$ cat src/rtl/rtc_pkg.sv
// Shared RTC definitions: per-field bounds, the two-digit BCD field type,
// and a constant-friendly binary-to-BCD helper.
package rtc_pkg;

    localparam int unsigned SEC_MIN  = 0;
    localparam int unsigned SEC_MAX  = 59;
    localparam int unsigned MIN_MIN  = 0;
    localparam int unsigned MIN_MAX  = 59;
    localparam int unsigned HOUR_MIN = 0;
    localparam int unsigned HOUR_MAX = 23;
    localparam int unsigned DAY_MIN  = 1;
    localparam int unsigned DAY_MAX  = 31;
    localparam int unsigned MON_MIN  = 1;
    localparam int unsigned MON_MAX  = 12;
    localparam int unsigned YEAR_MIN = 0;
    localparam int unsigned YEAR_MAX = 99;

    localparam int unsigned BCD_W = 8;

    // Two-digit BCD value; tens in the upper nibble.
    typedef struct packed {
        logic [3:0] tens;
        logic [3:0] units;
    } bcd_field_t;

    // Binary (0-99) to BCD; used for elaboration-time constants such as reset values.
    function automatic bcd_field_t to_bcd(input int unsigned v);
        bcd_field_t r;
        r.tens  = 4'(v / 32'd10);
        r.units = 4'(v % 32'd10);
        return r;
    endfunction

endpackage

$ cat src/rtl/bin2bcd_2dig.sv
// Combinational binary (0-99) to two-digit BCD converter.
// Ports:
//   bin_i  binary input, 0..99
//   bcd_o  BCD output, tens/units nibbles
module bin2bcd_2dig
    import rtc_pkg::*;
#(
    parameter int unsigned BIN_W = 7
) (
    input  logic [BIN_W-1:0] bin_i,
    output bcd_field_t       bcd_o
);

    localparam logic [BIN_W-1:0] TEN = BIN_W'(10);

    // Constant divisor, so this reduces to a small fixed-function network.
    always_comb begin
        bcd_o       = '0;
        bcd_o.tens  = 4'(bin_i / TEN);
        bcd_o.units = 4'(bin_i % TEN);
    end

endmodule

$ cat src/rtl/bcd_field_counter.sv
// Two-digit BCD calendar/time field register with load, inc/dec and
// carry chaining. Wraps between MIN_VAL and MAX_VAL and pulses carry/borrow.
// Ports:
//   clk, reset   clock and synchronous active-high reset
//   en           field enable; low holds all state and zeroes pulses
//   load/load_val binary load, rejected (load_err) when out of range
//   inc/dec      user step requests; carry_in from the lower field
//   value_bin    current value, binary
//   value_bcd    current value, BCD
//   carry_out    one-cycle pulse on MAX_VAL->MIN_VAL wrap
//   borrow_out   one-cycle pulse on MIN_VAL->MAX_VAL wrap
//   load_err     one-cycle pulse on rejected load
module bcd_field_counter
    import rtc_pkg::*;
#(
    parameter int unsigned MIN_VAL = 1,
    parameter int unsigned MAX_VAL = 12,
    parameter int unsigned BIN_W   = 7
) (
    input  logic             clk,
    input  logic             reset,
    input  logic             en,
    input  logic             load,
    input  logic [BIN_W-1:0] load_val,
    input  logic             inc,
    input  logic             dec,
    input  logic             carry_in,
    output logic [BIN_W-1:0] value_bin,
    output logic [7:0]       value_bcd,
    output logic             carry_out,
    output logic             borrow_out,
    output logic             load_err
);

    localparam logic [BIN_W-1:0] MIN_B   = BIN_W'(MIN_VAL);
    localparam logic [BIN_W-1:0] MAX_B   = BIN_W'(MAX_VAL);
    localparam bcd_field_t       MIN_BCD = to_bcd(MIN_VAL);

    logic [BIN_W-1:0] value_q, value_d;
    bcd_field_t       bcd_q, bcd_d;
    logic             carry_q, carry_d;
    logic             borrow_q, borrow_d;
    logic             err_q, err_d;

    logic step_up;
    logic step_dn;
    logic load_ok;
    int   load_int;

    assign step_up  = inc | carry_in;
    assign step_dn  = dec;
    // Signed compare keeps a MIN_VAL of 0 from becoming a trivially true test.
    assign load_int = int'(load_val);
    assign load_ok  = (load_int >= int'(MIN_VAL)) && (load_int <= int'(MAX_VAL));

    // Next value and pulses: load beats stepping; opposing steps cancel.
    always_comb begin
        value_d  = value_q;
        carry_d  = 1'b0;
        borrow_d = 1'b0;
        err_d    = 1'b0;
        if (en) begin
            if (load) begin
                if (load_ok) begin
                    value_d = load_val;
                end else begin
                    err_d = 1'b1;
                end
            end else if (step_up && !step_dn) begin
                if (value_q == MAX_B) begin
                    value_d = MIN_B;
                    carry_d = 1'b1;
                end else begin
                    value_d = value_q + BIN_W'(1);
                end
            end else if (step_dn && !step_up) begin
                if (value_q == MIN_B) begin
                    value_d  = MAX_B;
                    borrow_d = 1'b1;
                end else begin
                    value_d = value_q - BIN_W'(1);
                end
            end
        end
    end

    // BCD is derived from the next value so both outputs change on the same edge.
    bin2bcd_2dig #(
        .BIN_W (BIN_W)
    ) u_bin2bcd (
        .bin_i (value_d),
        .bcd_o (bcd_d)
    );

    always_ff @(posedge clk) begin
        if (reset) begin
            value_q  <= MIN_B;
            bcd_q    <= MIN_BCD;
            carry_q  <= 1'b0;
            borrow_q <= 1'b0;
            err_q    <= 1'b0;
        end else begin
            value_q  <= value_d;
            bcd_q    <= bcd_d;
            carry_q  <= carry_d;
            borrow_q <= borrow_d;
            err_q    <= err_d;
        end
    end

    assign value_bin  = value_q;
    assign value_bcd  = bcd_q;
    assign carry_out  = carry_q;
    assign borrow_out = borrow_q;
    assign load_err   = err_q;

endmodule

$ cat config.mk
export PLATFORM = sky130hd
export DESIGN_NAME = bcd_field_counter
export DESIGN_NICKNAME = d
export VERILOG_FILES = /design/src/rtl/rtc_pkg.sv /design/src/rtl/bin2bcd_2dig.sv /design/src/rtl/bcd_field_counter.sv
export SDC_FILE = /design/constraint.sdc
export NUM_CORES = 1
export LEC_CHECK = 0
export ABC_AREA = 1
export CAP_MARGIN = 20
export CORE_AREA = 3 3 60 62
export CTS_CLUSTER_SIZE = 12
export DETAILED_ROUTE_END_ITERATION = 16
export DIE_AREA = 0 0 63 65
export PLACE_DENSITY = 0.78
export SYNTH_ARGS = -nofsm -noshare
export SYNTH_HDL_FRONTEND = slang
export SYNTH_SLANG_ARGS = --single-unit
$ cat constraint.sdc
create_clock -name clk -period 4.2 [get_ports clk]
set_input_delay 0.84 -clock clk [delete_from_list [all_inputs] [get_ports clk]]
set_output_delay 0.84 -clock clk [all_outputs]
set_load 0.01 [all_outputs]
==> results_dict.tcl <==
set metrics [dict create \
    dr.first_iter.drc_count 115 \
    yosysMostFrequentCell "nand2_1" \
    ios 32 \
    dp_hpwl_um 3017 \
    synth-edff-count 0 \
    syn-num-nets 261 \
    holdBufCountCts 0 \
    synth_top_area_frac 0.2137 \
    first_pass_iters 4 \
    num_vias 1623 \
    final_nets 296 \
    diodes 0 \
    cts_max_level 1 \
    yosys-top-cells-area "dfxtp_1 21%, nand2_1 15%, nand3_1 7.5%" \
    io_buffers 31 \
    synth.avg_cell_area_um2 6.609 \
    period_share 0.9235 \
    setup_ws_ps 321.2 \
    crit_arrival_ps 4120 \
    power.total_uw 416.3 \
    synthesis.area_um2 1593 \
    synth.largest_area_cell "dfxtp_1" \
    core_area_um2 3078 \
    yosysSeqAreaShare 0.2137 \
    cts_tree "done" \
    p_leak_uw 0.0009127 \
    finalMaxSlewViolations 0 \
    die_area_um2 4095 \
    critPathKind "input pin to flip-flop" \
    power.density_nw_per_um2 210.3 \
    grt_pass1_wl_um 6610 \
    die_w_um 63 \
    ant_nets 0 \
    fp.dieH_um 65 \
    clock-root-buffer "clkbuf_4" \
    start_util 0.5175 \
    async_flop_share 0 \
    place_congestion 0.8685 \
    grt_antenna_before_repair 0 \
    gr-total-overflow 0 \
    drc 0 \
    final-hold-violation-count 0 \
    layout_min_cycle_time_ps 3879 \
    clkSinkCount 17 \
    max_cap_violations 0 \
    clock_path_buffers 2 \
    wl_per_cell_um 11.66 \
    grt_usage 0.1960 \
    area_growth_pct 24.27 \
    ir_drop_mv 0.1325 \
    end_kind "flip-flop" \
    pre_cts_slack_ps -111.5 \
    start_kind "input pin" \
    worstHoldPathType "flip-flop to flip-flop" \
    synth_common_cells "62 x nand2_1, 26 x inv_1, 24 x nand3_1, 18 x nor2_1, 17 x dfxtp_1" \
    ys_ff_latch 17 \
    wl_um 3719 \
    cts.clk_slew.worst_paths_ps 100 \
    synthFlopType "dfxtp_1" \
    yosysUniqueCellTypes 31 \
    routed_via_density 5.088 \
    status "complete, no violations" \
    worst_slew_pin_slew_ps 671.4 \
    grt_pass1_vias 1520 \
    clock_skew_ps 6.640 \
    required_ps 4440 \
    fmax_mhz 257.8 \
    ys_warn_count 0 \
    max_slew_margin 0.5477 \
    drive_gt1_frac 0.1891 \
    grt_max_degree 15 \
    crit_path_top_delay_cell "clkdlybuf4s50_1" \
    row_count 20 \
    worstSkewPairLatency_ps 290 \
    synth_cells 241 \
    cp_max_fo 7 \
    cts_buffers 3 \
    setup_violations 0 \
    rsz0062_at_grt "no" \
    slowest_delay_ps 470 \
]
worst paths after layout:
check,from,to,slack (ps),cells after the start
max,inc,value_bcd[1],320,31
min,value_bin[5],value_bin[5],770,4
max reg2reg,value_bin[0],value_bcd[1],630,33
min reg2reg,value_bin[5],value_bin[5],770,4
repair_timing:
action	CTS	global route
endpoints found under the setup margin	0	4
buffers inserted	0	1
gates resized for setup	0	4
metal layers:
metal	part of all wire	global-route usage	wire (um)
met1	0.48	0.2613	1800
met2	0.48	0.3320	1772
met3	0.031	0.02773	115
met4	0.0083	0.04683	31
met5	0	0	0
cells in the final DEF (no fill, tap or decap):
master / netlist / layout
a21oi_1: 4 / 4
a21oi_4: 3 / 3
a31oi_1: 1 / 1
buf_4: 2 / 5
clkbuf_1: 1 / 1
clkbuf_4: 0 / 3
clkdlybuf4s50_1: 0 / 30
dfxtp_1: 17 / 17
dlymetal6s2s_1: 0 / 1
ha_1: 6 / 6
inv_1: 26 / 25
inv_2: 9 / 10
nand2_1: 62 / 62
nand2_2: 12 / 12
nand2_4: 4 / 4
nand3_1: 24 / 24
nand3_2: 3 / 3
nand3_4: 2 / 2
nand4_1: 8 / 8
nor2_1: 18 / 17
nor2_2: 1 / 1
nor2_4: 6 / 7
nor3_1: 4 / 4
nor3_4: 1 / 1
nor4_1: 1 / 1
o211ai_1: 3 / 3
o21ai_0: 9 / 9
o21ai_1: 4 / 4
o21ai_2: 1 / 1
o21bai_1: 1 / 1
o31ai_1: 1 / 1
o32ai_1: 1 / 1
xor2_1: 3 / 3
state kept, by name (all words and copies together), names as in the netlist:
| signal | cells |
|---|---|
| value_bcd | 7 |
| borrow_out | 1 |
| load_err | 1 |
| value_bin | 7 |
| carry_out | 1 |
final cells by class:
type	instances	area [um^2]
fill	301	1099
multi-input combinational	183	1076
timing repair buffer	36	350.3
sequential	17	340.3
inverter	35	131.4
tap	44	55.05
clock buffer	4	26.28
through the flow:
stage / hold WS (ps) / area [um^2] / instances / utilization / setup TNS, ps
after floorplan: 718.4 / 1593 / 241 / - / 0
after global placement: 748.0 / 1936 / 314 / 0.6289 / 0
after detailed placement: 747.9 / 1936 / 314 / 0.6289 / -274.6
after CTS: 763.8 / 1962 / 318 / 0.6374 / 0
after global routing: 833.3 / 1979 / 319 / 0.6431 / 0
final: 773.6 / 1979 / 319 / 0.6431 / 0
where the power goes:
part           switching (uW)  total (uW)  internal [uW]
Sequential               9.64         179            170
Combinational            85.0         150           65.2
Clock                    50.0        86.9           36.9
logic make-up after synthesis:
kind of cell | synth area share
AOI/OAI and AO/OA | 0.1226
xor gates and xnor gates | 0.01650
adders and majority gates | 0.04713
buffers and inverters | 0.1155
DFF | 0.2137
and+or+nand+nor | 0.4847
critical path, delay by kind of cell:
kind            cells  cell delay (ps)
buf+inv             6              770
compound gates      1              210
simple gates       22             1880
fa+ha+maj           2              390
Note: power is estimated with default switching activity, not from simulation.
